--- config.mk ---
export PLATFORM = sky130hd
export DESIGN_NAME = seq_divider
export DESIGN_NICKNAME = d
export VERILOG_FILES = /design/src/rtl/seq_divider.sv
export SDC_FILE = /design/constraint.sdc
export NUM_CORES = 1
export LEC_CHECK = 0
export ABC_CLOCK_PERIOD_IN_PS = 3500
export BUFFER_PORTS_ARGS = -buffer_cell sky130_fd_sc_hd__buf_2
export CAP_MARGIN = 20
export CORE_MARGIN = 5
export CORE_UTILIZATION = 45
export DETAILED_ROUTE_END_ITERATION = 8
export PLACE_DENSITY = 0.64
export SYNTH_ARGS = -nofsm -noshare
export SYNTH_HDL_FRONTEND = slang
export SYNTH_SLANG_ARGS = --single-unit
--- constraint.sdc ---
create_clock -name clk -period 3.5 [get_ports clk]
set_input_delay 0.35 -clock clk [delete_from_list [all_inputs] [get_ports clk]]
set_output_delay 0.35 -clock clk [all_outputs]
set_load 0.1 [all_outputs]
--- src/rtl/seq_divider.sv ---
// Iterative unsigned restoring divider: one quotient bit per clock, start/busy/done
// handshake, results held until the next accepted operation completes.
module seq_divider #(
    parameter int WIDTH = 8
) (
    input  logic             clk,
    input  logic             rst,
    input  logic             start,
    input  logic [WIDTH-1:0] dividend,
    input  logic [WIDTH-1:0] divisor,
    output logic             busy,
    output logic             done,
    output logic [WIDTH-1:0] quotient,
    output logic [WIDTH-1:0] remainder,
    output logic             dz
);

    localparam int CW = (WIDTH > 2) ? $clog2(WIDTH) : 1;

    typedef enum logic [1:0] {
        IDLE = 2'd0,
        RUN  = 2'd1,
        DONE = 2'd2
    } state_t;

    state_t          state, state_nxt;
    logic [CW-1:0]   count;
    logic [WIDTH-1:0] r, q, d;

    logic [WIDTH:0]   shifted, trial;
    logic [WIDTH-1:0] r_nxt, q_nxt;
    logic             accept, accept_zero, last;

    assign accept      = (state == IDLE) && start && (divisor != '0);
    assign accept_zero = (state == IDLE) && start && (divisor == '0);
    assign last        = (count == CW'(WIDTH - 1));

    assign busy = (state != IDLE);
    assign done = (state == DONE);

    // The partial remainder stays below the divisor, so its top bit is always
    // zero and WIDTH bits suffice; the trial difference keeps the borrow bit.
    always_comb begin
        shifted = {r, q[WIDTH-1]};
        trial   = shifted - {1'b0, d};
        r_nxt   = shifted[WIDTH-1:0];
        q_nxt   = {q[WIDTH-2:0], 1'b0};
        if (!trial[WIDTH]) begin
            r_nxt = trial[WIDTH-1:0];
            q_nxt = {q[WIDTH-2:0], 1'b1};
        end
    end

    always_comb begin
        state_nxt = state;
        case (state)
            IDLE: begin
                if (accept)           state_nxt = RUN;
                else if (accept_zero) state_nxt = DONE;
            end
            RUN:     if (last) state_nxt = DONE;
            DONE:    state_nxt = IDLE;
            default: state_nxt = IDLE;
        endcase
    end

    always_ff @(posedge clk) begin
        if (rst) state <= IDLE;
        else     state <= state_nxt;
    end

    always_ff @(posedge clk) begin
        if (rst) begin
            count     <= '0;
            quotient  <= '0;
            remainder <= '0;
            dz        <= 1'b0;
        end else if (accept) begin
            count <= '0;
        end else if (accept_zero) begin
            quotient  <= '1;
            remainder <= dividend;
            dz        <= 1'b1;
        end else if (state == RUN) begin
            count <= count + CW'(1);
            if (last) begin
                quotient  <= q_nxt;
                remainder <= r_nxt;
                dz        <= 1'b0;
            end
        end
    end

    // Working registers carry no reset; they are reloaded on every accepted start.
    always_ff @(posedge clk) begin
        if (accept) begin
            r <= '0;
            q <= dividend;
            d <= divisor;
        end else if (state == RUN) begin
            r <= r_nxt;
            q <= q_nxt;
        end
    end

endmodule

---- After elaboration in Yosys (flattened, before gate mapping) ----
Cells that the tools add are included.
word-level totals
  bits in registers ....................... 46
  bits in latches ......................... 0
  bits in writable memories ............... 0
  ROM bits ................................ 0
  input port bits ......................... 19
  output and inout port bits .............. 19
  memories kept ........................... 0
cells by class
  add/sub/neg operators ................... 2
  $mul .................................... 0
  divide/modulo/power cells ............... 0
  $lt $le $gt $ge ......................... 0
  eq/ne operators ......................... 5
  shift-type cells ........................ 0
  muxes and demuxes ....................... 17
  bitwise gates (word level) .............. 2
  reductions and logical operators ........ 14
operators with widths
  kind                   number
  $mux W8                9
  $sub A9 B8 Y9          1
  $logic_not A8 Y1       1
  $reduce_bool A2 Y1     4
  $reduce_bool A8 Y1     1
  $mux W2                3
  $mux W1                4
  $pmux W2 S2            1
  $reduce_and A2 Y1      2
  $add A3 B1 Y3 const B  1
  $eq A3 B3 Y1 const B   1
  $logic_and A1 B1 Y1    3
  $ne A3 B3 Y1 const B   1
  $reduce_and A3 Y1      1
  $eq A2 B1 Y1 const B   1
  $eq A2 B2 Y1 const B   1
  $logic_not A2 Y1       1
  $ne A2 B2 Y1 const B   1
  $not A1 Y1             2
  $reduce_or A2 Y1       1

---- Logic depth before layout (Yosys ltp) ----
Gate-level depths: netlist (run 1).
  depth in word-level cells ............... 6
  gate-level depth with buffers ........... 9
  mapped depth without buffers ............ 8

---- Least setup slack after synthesis (run 1) ----
Ideal clock, no wire load.
  path type ............................... flip-flop to flip-flop
  start ................................... reg q[7]
  end ..................................... reg r[2]
  arrival ................................. 2.353 ns
  data required time ...................... 3.421 ns
  path slack .............................. 1.068 ns
  stages on the path, launching flop included .. 9
  path buffers ............................ 0
  clock period less this slack ............ 2.432 ns
  cell sequence ........................... edfxtp_1 > inv_1 > ha_1 > fa_1 > nand2b_1 > a2111oi_4 > o21ai_2 > or4_1 > o211ai_1
between the ends
  word-level cells in the longest chain between the ends .. 2
RTL lines
  item                    line  source
  from (decl)             28    logic [WIDTH-1:0] r, q, d;
  from (signal assigned)  98    q <= dividend;
  from (signal assigned)  102   q <= q_nxt;
  $sub A9 B8 Y9           45    trial = shifted - {1'b0, d};
  $mux W8                 48    if (!trial[WIDTH]) begin
  to (signal assigned)    101   r <= r_nxt;
  to (decl)               28
Every way passes these cells.
A chain may end at the register's enable or synchronous reset.

---- Worst setup path after layout (run 1) ----
  start ................................... reg q[7]
  end ..................................... reg remainder[0]
between the ends
  word-level cells in the longest chain between the ends .. 5
RTL lines
  item                  line  source
  $sub A9 B8 Y9         45
  $mux W8 (*)           48
  $mux W8 (*)           86    if (last) begin
  $mux W8 (*)           84    end else if (state == RUN) begin
  $mux W8 (*)           80    end else if (accept_zero) begin
  to (signal assigned)  82    remainder <= dividend;
  to (signal assigned)  88    remainder <= r_nxt;
  to (decl)             14    output logic [WIDTH-1:0] remainder,
Mark *: on every way between the ends. The rest lies on a longest branch, timed or not. The select of a mux whose other input is x is not followed.

==> flow_summary.ini, run 1 <==
[setup_path]
rrSetupSlack_ns = 0.72
worstSetupPathType = flop to flop
slowest_stage = a2111oi_4
crit_chain = inv_1 -> ha_1 -> fa_1 -> nand2b_1 -> a2111oi_4 -> o21a_1 -> nand2_2 -> a311o_1
path_max_fanout = 9
reg2regPathDepth = 8
critPathArrivalTime_ns = 2.98
timing.rr.end = remainder[0]$_SDFFE_PP0P_
crit_path_end_kind = flop
critPathRequiredTime_ns = 3.70
rr_startpoint = q[7]$_DFFE_PP_
cp-start-kind = flop
cpPeakStageDelay_ns = 0.47

[floorplan]
chipHeight_um = 83.7
boundaryPins = 38
core_area_sq_um = 5200
rows = 26
initial_core_util = 0.470
dieWidth_um = 83.7
dieArea_sq_um = 7010

[global_routing]
grt_antenna_before_repair = 0
grt_max_degree = 22
grt.total_usage = 0.175
grt_overflow = 0
grt_pass1_vias = 2018
grt_pass1_wl_mm = 9.89

[hold_path]
min_path_type = primary input to flop
hold_path_depth = 1
hp-start = divisor[4]
whs_endpoint = d[4]$_DFFE_PN_

[timing]
fin_tns_setup_ns = 0
rsz0062_at_grt = no
fmax_ghz = 0.360
fin_skew_ns = 0.00749
timing.hold.ws_ns = 0.227
post-route-period-util = 0.794
worst_pin_slew_ns = 0.683
slew_headroom = 0.539
layout_min_cycle_time_ns = 2.78
hold_viol = 0
finalSetupViolations = 0
slew_viol_final = 0

[detailed_routing]
final_antenna_net_count = 0
vias = 2159
drc = 0
routed_wl_mm = 5.91
vias_per_cell = 5.62
highest_layer = met4
firstDrtPassIters = 4
met3_length_um = 342
routedWlPerCell_um = 15.4
wl_met1_mm = 2.80
met2_length_mm = 2.66
drt_iter0_drc = 93

[synthesis]
yosysUniqueCellTypes = 44
synth-seq-cells = 46
synthesis.area_sq_um = 2450
synth.net_count = 312
synth_edf_count = 16
ys_warn_count = 0
synthDominantCellAreaShare = 0.245
ys.flop_type = dfxtp_1
synthArstFlopShare = 0
syn_inst = 282
synth.area.top_cells = dfxtp_1 25%, edfxtp_1 20%, nand2_1 7.5%
synth_most_common_cell = nand2_1
synth_seq_area_share = 0.442
syn_area_per_cell_sq_um = 8.68
synth_common_cells = 49 x nand2_1, 30 x dfxtp_1, 18 x nand3_1, 18 x nor2_1
yosysTopAreaCell = dfxtp_1

[power]
switching_share = 0.313
p_comb_frac = 0.206
ir_worst_vdd_mv = 0.254
p_leak_nw = 1.16
p_per_area_nw_per_um2 = 444
intPower_w = 0.000845
p_sw_w = 0.000385
p_clk_frac = 0.287
seqPwrFrac = 0.507

[placement]
placed_cell_area_sq_um = 2680
post-dp-hpwl_mm = 4.37
gp_congestion = 0.904
dp.cells = 376
io_buffer_count = 37

[finish]
fill_cells = 518
finalInstanceArea_sq_um = 2770
diodes = 0
multi_input_area_sq_um = 1250
seq_area_sq_um = 1080
postLayoutCoreUtil = 0.533
final_nets = 343
final_layout_size_suffix_gt1_frac = 0.169
instances_no_fill = 384
syn_to_final_growth_pct = 13.3

[clocking]
cts_tree = built
clkTransAtPathRegs_ns = 0.09
numCtsBuffers = 5
h-tree-depth = 2
cts_hold_buffers = 0
ctsResizeCount = 0
clk_latency_ns = 0.31
cts_setup_buffers = 0
clock-sinks = 46
clock_path_buffers = 2
cts_root_buf = clkbuf_8

[flow_run]
cap_violations = 0

[outcome]
status = complete, no violations
## worst max-delay path: cells and delay by family, from the launching register on
family / cells / cell delay, ns
AOI/OAI and AO/OA: 3 / 1.23
adders and majority gates: 2 / 0.61
buffers and inverters: 1 / 0.05
DFF: 1 / 0.39
and+or+nand+nor: 2 / 0.40
## cell families after synthesis
| group | share of synthesized area |
|---|---|
| adders and majority gates | 0.0593 |
| and+or+nand+nor | 0.253 |
| AOI/OAI and AO/OA | 0.183 |
| DFF | 0.442 |
| xor gates and xnor gates | 0.0143 |
| buffers and inverters | 0.0491 |
## routing by layer
layer	up-vias	GRT usage
met5	-	0
met4	0	0.0526
met3	10	0.0454
met2	59	0.281
met1	1008	0.230
li1	1082	-
## area by class of cell
class	count	share of cell area
flip-flops and latches	46	0.390
repair buffers	41	0.0776
inverters	13	0.0176
clock buffers	7	0.0311
multi-input cells	206	0.449
well taps	70	0.0316
clock inverters	1	0.00316
## flip-flops by register name (all words and copies together) (netlist names)
name / flops
quotient: 8
dz: 1
q: 8
r: 8
count: 3
remainder: 8
state: 2
d: 8
## per-stage QoR
step / setup WS [ns] / power (W)
3_3_place_gp: 0.825 / 0.000885
3_5_place_dp: 0.790 / 0.000886
5_1_grt: 0.537 / 0.00130
2_1_floorplan: 1.07 / 0.000819
4_1_cts: 0.755 / 0.00124
6_report: 0.721 / 0.00123
## power groups by stage
stage | combinational (W) | sequential [W] | clock (W)
6_report | 0.000253 | 0.000624 | 0.000353
2_1_floorplan | 0.000190 | 0.000629 | 0
3_3_place_gp | 0.000250 | 0.000635 | 0
3_5_place_dp | 0.000250 | 0.000636 | 0
5_1_grt | 0.000284 | 0.000629 | 0.000389
4_1_cts | 0.000251 | 0.000624 | 0.000363
## worst max path at each step
stage                               from                   endpoint  slack (ns)  depth (start not counted)
after detailed placement  q[7]$_DFFE_PP_  remainder[2]$_SDFFE_PP0P_        0.79                          8
after global routing      q[7]$_DFFE_PP_  remainder[2]$_SDFFE_PP0P_        0.54                          8
final                     q[7]$_DFFE_PP_  remainder[0]$_SDFFE_PP0P_        0.72                          8
after CTS                 q[7]$_DFFE_PP_  remainder[0]$_SDFFE_PP0P_        0.76                          8
after global placement    q[7]$_DFFE_PP_  remainder[5]$_SDFFE_PP0P_        0.83                          8
after floorplan           q[7]$_DFFE_PP_          r[2]$_SDFFE_PN0P_        1.07                          8
## placed cells by master (no fill, tap or decap), types with 3 or more instances in the layout
master / count
buf_2: 37
buf_4: 4
nand2_1: 49
a21oi_1: 16
nor3_1: 15
dfxtp_1: 30
a311o_1: 4
a21o_1: 5
o311ai_1: 3
nor2_1: 18
nor4_1: 4
o21ai_0: 3
nand2b_1: 6
edfxtp_1: 16
clkbuf_8: 6
nor2b_1: 3
nand3_1: 18
o211ai_1: 13
ha_1: 10
inv_1: 13
nand4_1: 5
o221ai_1: 3
Note: power is estimated with default switching activity, not from simulation.
==> run 2: changes to the inputs <==
Settings changed: ABC_AREA set to 1, ABC_CLOCK_PERIOD_IN_PS 3500 to 2370, PLACE_DENSITY 0.64 to 0.66.
Clock period 3.5 ns to 2.37 ns, I/O delays scaled along.
==> run 2 against run 1 <==
Cell count is 6.8% higher. Fmax is 39% higher. Via count is 8.7% lower. Critical endpoint is now remainder[7]$_SDFFE_PP0P_.
==> flow_summary.ini, run 2 <==
[outcome]
status = complete, no violations

[clocking]
clock-sinks = 46
cts_setup_buffers = 0
h-tree-depth = 2
cts_tree = built
clock_path_buffers = 2
cts_hold_buffers = 0
numCtsBuffers = 5
clkTransAtPathRegs_ns = 0.09
ctsResizeCount = 0
cts_root_buf = clkbuf_8
clk_latency_ns = 0.30

[power]
total_power_w = 0.00260
p_leak_nw = 1.38
ir_worst_vdd_mv = 0.396
p_per_area_nw_per_um2 = 945

[detailed_routing]
firstDrtPassIters = 4
drc = 0
routed_wl_mm = 5.06
vias_per_cell = 4.81
routedWlPerCell_um = 12.3
vias = 1971
drt_iter0_drc = 95
final_antenna_net_count = 0

[timing]
layout_min_cycle_time_ns = 1.99
post-route-period-util = 0.841
rsz0062_at_grt = no
fin_skew_ns = 0.00608
finalSetupViolations = 0
slew_headroom = 0.657
worst_pin_slew_ns = 0.513
fmax_ghz = 0.502
fin_tns_setup_ns = 0
slew_viol_final = 0
timing.hold.ws_ns = 0.123
fin_ws_ns = 0.376
hold_viol = 0

[setup_path]
path_max_fanout = 9
crit_path_frequent_cell = nand2_2
cp-start-kind = flop
worstSetupPathType = flop to flop
cpLargestDelayFamily = simple AND/OR/NAND/NOR gates
cp_num_buf_inv = 1
crit_chain = ha_1 -> fa_1 -> inv_1 -> nand2_1 -> nand2_1 -> nand3_2 -> nand2_2 -> nand2_4 -> nand2_8 -> nand2_4 -> nand2_2 -> nand2_2 -> a21oi_2
critPathArrivalTime_ns = 2.23
critPathRequiredTime_ns = 2.60
slowest_stage = fa_1
cpPeakStageDelay_ns = 0.40
crit_path_end_kind = flop

[finish]
fill_cells = 522
diodes = 0
most-common-layout-cells = 92 x nand2_1, 46 x inv_1, 37 x buf_2, 30 x dfxtp_1, 28 x nand3_1
final_layout_size_suffix_gt1_frac = 0.221
multi_input_area_sq_um = 1100
syn_to_final_growth_pct = 15.1
final_nets = 369
final_common_cell = nand2_1
seq_area_sq_um = 1080

[synthesis]
synth-seq-cells = 46
synthArstFlopShare = 0
synth_seq_area_share = 0.453
synth_most_common_cell = nand2_1
ys_warn_count = 0
synthDominantCellAreaShare = 0.252
synthesis.area_sq_um = 2390
yosysTopAreaCell = dfxtp_1
syn_inst = 296
ys.flop_type = dfxtp_1
yosysUniqueCellTypes = 29
syn_area_per_cell_sq_um = 8.07
synth_edf_count = 16
synth.area.top_cells = dfxtp_1 25%, edfxtp_1 20%, nand2_1 14%
synth_common_cells = 92 x nand2_1, 46 x inv_1, 30 x dfxtp_1
synth.net_count = 326

[flow_run]
cap_violations = 0

[global_routing]
grt_antenna_before_repair = 0
grt_max_degree = 16
grt_pass1_vias = 1931
grt_overflow = 0
grt_pass1_wl_mm = 8.82
grt.total_usage = 0.155

[placement]
gp_congestion = 0.782
post-dp-hpwl_mm = 3.92
io_buffer_count = 37
place_ws_ns = 0.361

[floorplan]
chipHeight_um = 82.8
initial_core_util = 0.464
dieArea_sq_um = 6860
core_area_sq_um = 5140
boundaryPins = 38
rows = 26
dieWidth_um = 82.8

[hold_path]
min_path_type = primary input to flop
[run 2: through the flow]
step | utilization | instances | instance area, sq um
final | 0.535 | 410 | 2750
after global routing | 0.535 | 410 | 2750
after CTS | 0.535 | 410 | 2750
after detailed placement | 0.517 | 402 | 2660
after global placement | 0.517 | 402 | 2660
after floorplan | - | 296 | 2390
[run 2: cells by family (layout without fill, tap and decap cells)]
group,after synthesis,count (layout),synth area share
buf+inv,53,97,0.0860
simple gates,152,152,0.298
compound gates,30,30,0.0875
fa+ha+maj,11,11,0.0608
xor+xnor,4,4,0.0147
flops,46,46,0.453
[run 2: final cells by class]
class | count | area share
timing repair buffer | 39 | 0.0729
inverter | 50 | 0.0683
tap | 70 | 0.0319
clock inverter | 3 | 0.00774
sequential | 46 | 0.393
multi-input combinational | 197 | 0.401
clock buffer | 5 | 0.0250
[run 2: final timing paths]
kind,start,end,slack [ns],depth (start not counted)
worst min register to register,count[2]$_SDFFE_PP0P_,count[2]$_SDFFE_PP0P_,0.48,2
worst max-delay path,d[0]$_DFFE_PN_,remainder[7]$_SDFFE_PP0P_,0.38,13
worst max register to register,d[0]$_DFFE_PN_,remainder[7]$_SDFFE_PP0P_,0.38,13
worst min-delay path,divisor[6],d[6]$_DFFE_PN_,0.12,1
[run 2: power breakdown]
part	switching [W]	leakage, nW	total [W]	internal [W]
Combinational	0.000713	0.934	0.00110	0.000389
Sequential	0.0000747	0.400	0.00101	0.000932
Clock	0.000279	0.0441	0.000486	0.000208
Total	0.00107	1.38	0.00260	0.00153
[run 2: metal layers]
| metal | global-route usage | vias up | wire [um] |
|---|---|---|---|
| met5 | 0 | - | 0 |
| met4 | 0.0416 | 0 | 63 |
| met3 | 0.0436 | 8 | 269 |
| met2 | 0.259 | 44 | 2380 |
| met1 | 0.196 | 884 | 2340 |
| li1 | - | 1035 | - |
